File: config.mk
export PLATFORM = sky130hd
export DESIGN_NAME = mem_access_ctrl
export DESIGN_NICKNAME = d
export VERILOG_FILES = /design/src/rtl/mem_access_ctrl.sv
export SDC_FILE = /design/constraint.sdc
export NUM_CORES = 1
export LEC_CHECK = 0
export CAP_MARGIN = 20
export CORE_MARGIN = 2
export CORE_UTILIZATION = 34
export CTS_CLUSTER_SIZE = 28
export DETAILED_ROUTE_END_ITERATION = 8
export SYNTH_ARGS = -nofsm -noshare
export SYNTH_HDL_FRONTEND = slang
export SYNTH_SLANG_ARGS = --single-unit
export TNS_END_PERCENT = 50
File: constraint.sdc
create_clock -name clk_i -period 4.45 [get_ports clk_i]
set_clock_uncertainty 0.1 [all_clocks]
set_input_delay 0.6675 -clock clk_i [delete_from_list [all_inputs] [get_ports clk_i]]
set_output_delay 0.6675 -clock clk_i [all_outputs]
set_load 0.005 [all_outputs]
File: src/rtl/mem_access_ctrl.sv
// Data-memory stage sequencer: latches one request, drives a single issue/busy/done
// transaction to multi-cycle memory, stalls the pipeline meanwhile, handles HALT and faults.
module mem_access_ctrl #(
  parameter int unsigned DataW   = 16,
  parameter int unsigned AddrW   = 16,
  parameter int unsigned Timeout = 31
) (
  input  logic             clk_i,
  input  logic             rst_i,
  input  logic             req_en_i,
  input  logic             req_wr_i,
  input  logic             req_dump_i,
  input  logic [AddrW-1:0] req_addr_i,
  input  logic [DataW-1:0] req_wdata_i,
  output logic             stall_o,
  output logic [DataW-1:0] rdata_o,
  output logic             rdata_valid_o,
  output logic             halted_o,
  output logic             err_o,
  output logic             mem_en_o,
  output logic             mem_wr_o,
  output logic             mem_dump_o,
  output logic [AddrW-1:0] mem_addr_o,
  output logic [DataW-1:0] mem_wdata_o,
  input  logic             mem_busy_i,
  input  logic             mem_done_i,
  input  logic [DataW-1:0] mem_rdata_i,
  input  logic             mem_err_i
);

  typedef enum logic [2:0] {
    StIdle,
    StIssue,
    StWait,
    StDone,
    StHalt,
    StErr
  } state_e;

  localparam logic [7:0] TimeoutCnt = 8'(Timeout);

  state_e             state_q;
  logic               wr_q;
  logic               dump_q;
  logic [AddrW-1:0]   addr_q;
  logic [DataW-1:0]   wdata_q;
  logic [DataW-1:0]   rdata_q;
  logic               rdata_valid_q;
  logic               halted_q;
  logic               err_q;
  logic               mem_en_q;
  logic               mem_wr_q;
  logic               mem_dump_q;
  logic [7:0]         wait_cnt_q;
  logic [7:0]         wait_cnt_d;

  always_comb begin
    wait_cnt_d = wait_cnt_q + 8'd1;
  end

  // Strobes are registered: they are set on the IDLE->ISSUE edge and dropped when the
  // memory accepts, so they stay stable for every busy cycle.
  always_ff @(posedge clk_i or posedge rst_i) begin
    if (rst_i) begin
      state_q       <= StIdle;
      wr_q          <= 1'b0;
      dump_q        <= 1'b0;
      addr_q        <= '0;
      wdata_q       <= '0;
      rdata_q       <= '0;
      rdata_valid_q <= 1'b0;
      halted_q      <= 1'b0;
      err_q         <= 1'b0;
      mem_en_q      <= 1'b0;
      mem_wr_q      <= 1'b0;
      mem_dump_q    <= 1'b0;
      wait_cnt_q    <= '0;
    end else begin
      rdata_valid_q <= 1'b0;
      case (state_q)
        StIdle: begin
          if (req_en_i) begin
            addr_q     <= req_addr_i;
            wdata_q    <= req_wdata_i;
            dump_q     <= req_dump_i;
            wr_q       <= req_wr_i & ~req_dump_i;
            mem_en_q   <= ~req_dump_i;
            mem_dump_q <= req_dump_i;
            mem_wr_q   <= req_wr_i & ~req_dump_i;
            wait_cnt_q <= '0;
            state_q    <= StIssue;
          end
        end
        StIssue: begin
          if (!mem_busy_i) begin
            mem_en_q   <= 1'b0;
            mem_dump_q <= 1'b0;
            mem_wr_q   <= 1'b0;
            if (dump_q) begin
              halted_q <= 1'b1;
              state_q  <= StHalt;
            end else begin
              state_q  <= StWait;
            end
          end
        end
        StWait: begin
          wait_cnt_q <= wait_cnt_d;
          if (mem_err_i) begin
            err_q   <= 1'b1;
            state_q <= StErr;
          end else if (mem_done_i) begin
            if (!wr_q) begin
              rdata_q       <= mem_rdata_i;
              rdata_valid_q <= 1'b1;
            end
            state_q <= StDone;
          end else if (wait_cnt_d >= TimeoutCnt) begin
            err_q   <= 1'b1;
            state_q <= StErr;
          end
        end
        StDone: begin
          // Pipeline advances now; any req_en seen here belongs to the retiring instruction.
          wait_cnt_q <= '0;
          state_q    <= StIdle;
        end
        StHalt: state_q <= StHalt;
        StErr:  state_q <= StErr;
        default: state_q <= StIdle;
      endcase
    end
  end

  always_comb begin
    case (state_q)
      StIdle:  stall_o = req_en_i;
      StDone:  stall_o = 1'b0;
      default: stall_o = 1'b1;
    endcase
  end

  assign rdata_o       = rdata_q;
  assign rdata_valid_o = rdata_valid_q;
  assign halted_o      = halted_q;
  assign err_o         = err_q;
  assign mem_en_o      = mem_en_q;
  assign mem_wr_o      = mem_wr_q;
  assign mem_dump_o    = mem_dump_q;
  assign mem_addr_o    = addr_q;
  assign mem_wdata_o   = wdata_q;

endmodule

==> Word-level counts from Yosys, hierarchy flattened <==
Index checks and enable logic that the tools add are counted.
{ "word_totals": {"register_bits": 67, "in_bits": 56, "word_cells": 64} }
{ "op_classes": {"addsub": 1, "order_cmp": 1, "eq_ne": 9, "n_mux": 24, "bitwise_logic": 5, "n_reduce_logical": 11} }
{ "ops": {"columns": ["cell", "count"], "rows": [
  ["8-bit case mux with 3 select lines", 1],
  ["3-bit 2-to-1 mux", 6],
  ["3-bit case mux with 5 select lines", 1],
  ["3-bit AND reduction", 4],
  ["1-bit 2-to-1 mux", 11],
  ["8-bit by 1-bit adder with 8-bit output, second input constant", 1],
  ["8-bit by 5-bit >= comparator with 1-bit output, second input constant", 1],
  ["8-bit 2-to-1 mux", 1],
  ["1-bit case mux with 2 select lines", 4],
  ["3-bit by 2-bit equality test with 1-bit output, second input constant", 2],
  ["3-bit equality test, second input constant", 2],
  ["2-bit != test, second input constant", 2],
  ["4-bit != test, second input constant", 1],
  ["1-bit inverter", 4],
  ["2-bit AND reduction", 2],
  ["4-bit AND reduction", 1],
  ["2-bit nonzero test", 2],
  ["3-bit by 1-bit equality test with 1-bit output, second input constant", 1],
  ["3-bit zero test", 1],
  ["3-bit nonzero test", 1],
  ["2-bit by 1-bit != test with 1-bit output, second input constant", 1],
  ["1-bit bitwise AND", 1]
]} }

==> Depth between registers and ports, before layout <==
{ "logic_depth": {"word_depth": 6, "depth_mapped": 7, "ltp_nobuf": 6} }

==> Least setup slack after synthesis <==
No wires, ideal clock.
{ "synth_timing": {"kind": "flip-flop to flip-flop", "from": "reg wait_cnt_q[0]", "to": "reg state_q[0]", "t_arrival_ns": 1.893, "required_time_ns": 4.224, "path_slack_ns": 2.331, "stages_incl_launch_ff": 7, "n_path_buf": 0, "period_less_slack_ns": 2.119, "cell_sequence": "dfrtp_1 ha_1 xor2_1 and3_1 a211o_1 a211o_1 a311o_1"} }
{ "synth_between": {"elab_chain_cells": 4} }
{ "synth_lines": {"columns": ["item", "line_no", "source"], "rows": [
  ["from (decl)", "54", "logic [7:0] wait_cnt_q;"],
  ["from (signal assigned)", "108", "wait_cnt_q <= wait_cnt_d;"],
  ["8-bit by 1-bit adder with 8-bit output", "58", "wait_cnt_d = wait_cnt_q + 8'd1;"],
  ["8-bit by 5-bit >= comparator with 1-bit output", "118", "end else if (wait_cnt_d >= TimeoutCnt) begin"],
  ["4-bit != test (no source line)", null, null],
  ["3-bit AND reduction (no source line)", null, null],
  ["to (signal assigned)", "65", "state_q <= StIdle;"],
  ["to (signal assigned)", "117", "state_q <= StDone;"],
  ["to (signal assigned)", "120", "state_q <= StErr;"],
  ["to (decl)", "42", "state_e state_q;"]
]} }
No other way between the ends.
A chain may end at the register's enable or synchronous reset.

==> Worst setup path in the final report <==
{ "layout_timing": {"from": "in req_en_i", "to": "out stall_o"} }
{ "layout_between": {"elab_chain_cells": 1} }
{ "layout_lines": {"columns": ["item", "line_no", "source"], "rows": [
  ["from (decl)", "10", "input logic req_en_i,"],
  ["1-bit case mux with 2 select lines", "136", "case (state_q)"],
  ["to (decl)", "15", "output logic stall_o,"]
]} }
No other way between the ends.

==> summary.md <==
| Metric | Value |
|---|---|
| Run status | `complete, no violations` |
| Number of pins with negative max-slew slack in the final report | `0` |
| Placer's final routability congestion estimate | `0.772` |
| Synth Area in Compound Gates | `8.46%` |
| Biggest fanout along the worst timing path | `3` |
| Worst-path clk slew | `0.06 ns` |
| Biggest area contributors in the synthesized netlist | `sky130_fd_sc_hd__dfrtp_1, sky130_fd_sc_hd__nand2_1, sky130_fd_sc_hd__mux2_4` |
| Maximum VDD drop | `0.270 mV` |
| CTS sink count | `67` |
| Unrepaired setup endpoints after global routing | `false` |
| Count of pins on the block boundary | `111` |
| Insertion delay to the later sink of the worst-skew pair | `0.33 ns` |
| Hold-fix buffers, CTS | `0` |
| Setup TNS Final | `0 ns` |
| Clock tree from TritonCTS | `done` |
| Worst min-delay path class | `register to register` |
| Final cycle utilization of the critical path | `64.2%` |
| Final routed wirelength across all metal layers | `6780 um` |
| Final number of setup-violating endpoints | `0` |
| Post-detailed-route via-to-cell ratio | `4.63` |
| Multiplexer share of the synthesized area | `7.45%` |
| Initial antenna violation count | `0` |
| Detailed-route wire length per cell | `13.5 um` |
| Die Y-Extent | `95.9 um` |
| Placed instance area | `4080 sq um` |
| Total clock buffers created by CTS | `9` |
| P per Cell Area | `588 nW/um^2` |
| Vias in the first global route | `2191` |
| Antenna Cells | `0` |
| Row cnt | `33` |
| Avg Cell Area, Syn | `10.1 sq um` |
| Hold violation total from the final report | `0` |
| Arr. time, crit path | `2.09 ns` |
| R2R Setup Slk | `2.08 ns` |
| Synthesized cell area | `2870 sq um` |
| Area growth syn-to-layout | `48.3%` |
| Count of yosys warnings during synthesis | `0` |
| Number of nets with antenna violations after detailed routing | `0` |
| Root buf cell | `sky130_fd_sc_hd__clkbuf_8` |
| Proportion of layout cells with a drive suffix above 1 | `9.32%` |
| Total global routing overflow | `0` |
| Sequential-to-total area share from yosys stat | `58.4%` |
| Largest net degree at the start of global routing | `46` |
| Number of fillers in the final layout | `764` |
| Synthesized-area fraction occupied by xor and xnor cells | `0.915%` |
| Detailed-placement wirelength estimate | `4830 um` |
| Number of buffers on the longest clock path | `2` |
| Wire length of the first global-routing pass | `10700 um` |
| Portion of synthesized cell area occupied by the leading cell type | `58.4%` |
| Number of iterations in the first detailed-routing pass | `4` |
| Synth Instances | `284` |
| Achievable clock frequency | `0.350 GHz` |
| Crit path time final | `2.86 ns` |
| Initial Util | `34.9%` |
| Placeable Area | `8220 sq um` |
| Capturing element type of the critical path | `primary output` |
| Gr usage total | `15.3%` |
| Simple-gate area share of the yosys netlist | `20.7%` |
| Number of different library cells in the post-synthesis netlist | `40` |
| Die area | `9190 sq um` |
| CTS HTree Levels | `3` |
| Static power due to leakage | `2.03 nW` |
| Startpoint type of the worst setup path | `input pin` |
| Starting DRT DRC Count | `79` |
| Number of maximum-capacitance violations | `0` |
| Nets in the synthesized netlist | `342` |
| Slew Limit Headroom | `41.2%` |
| Synthesized-area fraction occupied by adder cells | `0.872%` |
| DRC errors left | `0` |
| Slew at the pin closest to its max-slew limit | `0.883 ns` |
| Post-cts repair resize count | `0` |
| Largest family of logic cells by synthesized area | `simple AND/OR/NAND/NOR gates` |
| Register bit count reported by yosys | `67` |
| Post-CTS Setup Inserts | `0` |
| Quantity of I/O buffers inserted on ports | `110` |
| Via Count | `2323` |
| Dominant cell type by area after synthesis | `sky130_fd_sc_hd__dfrtp_1` |
| Horizontal die dimension | `95.9 um` |
| Required time at the worst-slack endpoint | `3.68 ns` |
| Area of all placed cells without fillers | `4260 sq um` |
| Crit path kind | `input pin to primary output` |
| Final layout net count | `451` |
[path summary, 6_finish.rpt]
path / startpoint / endpoint / cells past startpoint
min in group asynchronous: rst_i / rdata_o[12] / 2
setup reg to reg: state_q[0] / rdata_o[14] / 4
max in group asynchronous: rst_i / mem_dump_o / 4
hold / removal: mem_addr_o[12] / mem_addr_o[12] / 2
hold reg to reg: mem_addr_o[12] / mem_addr_o[12] / 2
setup / recovery: req_en_i / stall_o / 5
[area by class of cell]
| type | count | area [sq um] | share of cell area [%] |
|---|---|---|---|
| Sequential cell | 67 | 1680 | 39.4 |
| Multi-Input combinational cell | 197 | 1100 | 25.9 |
| Tap cell | 105 | 131 | 3.09 |
| Clock inverter | 3 | 15.0 | 0.353 |
| Inverter | 4 | 15.0 | 0.353 |
| Timing Repair Buffer | 114 | 1170 | 27.5 |
| Clock buffer | 12 | 145 | 3.41 |
[layout by cell type (no fill, tap or decap), types with 4 or more instances in the layout]
cell type / n
sky130_fd_sc_hd__a21oi_1: 4
sky130_fd_sc_hd__and3_1: 4
sky130_fd_sc_hd__clkbuf_8: 10
sky130_fd_sc_hd__clkdlybuf4s50_1: 110
sky130_fd_sc_hd__dfrtp_1: 67
sky130_fd_sc_hd__mux2_2: 7
sky130_fd_sc_hd__mux2_4: 9
sky130_fd_sc_hd__nand2_1: 109
sky130_fd_sc_hd__nand3_1: 6
sky130_fd_sc_hd__nor2_1: 9
sky130_fd_sc_hd__o21ai_0: 12
[cells in the mapped netlist]
| library cell | count |
|---|---|
| sky130_fd_sc_hd__nand2_1 | 109 |
| sky130_fd_sc_hd__dfrtp_1 | 67 |
| sky130_fd_sc_hd__o21ai_0 | 12 |
| sky130_fd_sc_hd__clkbuf_1 | 11 |
| sky130_fd_sc_hd__mux2_4 | 9 |
| sky130_fd_sc_hd__nor2_1 | 9 |
| sky130_fd_sc_hd__mux2_2 | 7 |
| sky130_fd_sc_hd__nand3_1 | 6 |
| sky130_fd_sc_hd__a21oi_1 | 4 |
| sky130_fd_sc_hd__and3_1 | 4 |
| sky130_fd_sc_hd__inv_1 | 4 |
| sky130_fd_sc_hd__a22o_1 | 3 |
| sky130_fd_sc_hd__nor3b_1 | 3 |
| sky130_fd_sc_hd__a211o_1 | 2 |
| sky130_fd_sc_hd__a31oi_1 | 2 |
| sky130_fd_sc_hd__a41o_1 | 2 |
| sky130_fd_sc_hd__buf_4 | 2 |
| sky130_fd_sc_hd__ha_1 | 2 |
| sky130_fd_sc_hd__nor2b_1 | 2 |
| sky130_fd_sc_hd__nor3_1 | 2 |
| sky130_fd_sc_hd__o31ai_1 | 2 |
| sky130_fd_sc_hd__xor2_1 | 2 |
| sky130_fd_sc_hd__a21o_1 | 1 |
| sky130_fd_sc_hd__a311o_1 | 1 |
| sky130_fd_sc_hd__a311oi_1 | 1 |
| sky130_fd_sc_hd__and2_1 | 1 |
| sky130_fd_sc_hd__buf_1 | 1 |
| sky130_fd_sc_hd__buf_2 | 1 |
| sky130_fd_sc_hd__buf_6 | 1 |
| sky130_fd_sc_hd__nand2_2 | 1 |
| sky130_fd_sc_hd__nand2b_1 | 1 |
| sky130_fd_sc_hd__nor2_8 | 1 |
| sky130_fd_sc_hd__o21bai_1 | 1 |
| sky130_fd_sc_hd__o311a_1 | 1 |
| sky130_fd_sc_hd__o32a_1 | 1 |
| sky130_fd_sc_hd__o32ai_1 | 1 |
| sky130_fd_sc_hd__o41ai_1 | 1 |
| sky130_fd_sc_hd__or2_2 | 1 |
| sky130_fd_sc_hd__or3_1 | 1 |
| sky130_fd_sc_hd__xnor2_1 | 1 |
[cells by family (layout without fill, tap and decap cells)]
kind of cell | after synthesis | count (layout)
AO/OA/AOI/OAI | 35 | 35
flip-flops | 67 | 67
multiplexers | 16 | 16
XOR/XNOR | 3 | 3
adder cells (fa/ha/maj) | 2 | 2
AND/OR/NAND/NOR | 141 | 141
buffers and inverters | 20 | 133
[report_power, final]
group	leakage (nW)	internal [mW]	switching [mW]
sequential	0.849	0.860	0.173
clock	0.0860	0.212	0.213
combinational	1.10	0.655	0.391
[through the flow]
stage               worst slack [ns]  hold WS (ns)  utilization, %  total power, mW  cells
floorplan                       2.00         0.360               -             1.46    284
global placement                1.63         0.358            49.1             2.05    484
detailed placement              1.57         0.363            49.6             2.10    486
CTS                             1.57         0.382            51.6             2.54    501
global route                    1.48         0.402            51.8             2.71    502
finish                          1.59         0.377            51.8             2.50    502
[routing by layer]
metal / up-vias / GRT usage (%) / routed length [um] / share of wire [%]
li1: 1153 / - / - / -
met5: - / 0 / 0 / 0
met2: 92 / 22.0 / 2960 / 44
met3: 10 / 6.66 / 664 / 9.8
met1: 1068 / 20.2 / 3050 / 45
met4: 0 / 6.55 / 104 / 1.5
[critical path, stage by stage]
cell and delay [ns]:
sky130_fd_sc_hd__clkdlybuf4s50_1 0.43, sky130_fd_sc_hd__nor3_1 0.21, sky130_fd_sc_hd__a21oi_1 0.06, sky130_fd_sc_hd__or2_2 0.28, sky130_fd_sc_hd__clkdlybuf4s50_1 0.44
[sequential cells by signal (all words and copies together), names as in the netlist]
name,flops
mem_addr_o,16
mem_wdata_o,16
rdata_o,16
wait_cnt_q,8
state_q,3
dump_q,1
err_o,1
halted_o,1
mem_dump_o,1
mem_en_o,1
mem_wr_o,1
rdata_valid_o,1
wr_q,1
Note: power is estimated with default switching activity, not from simulation.
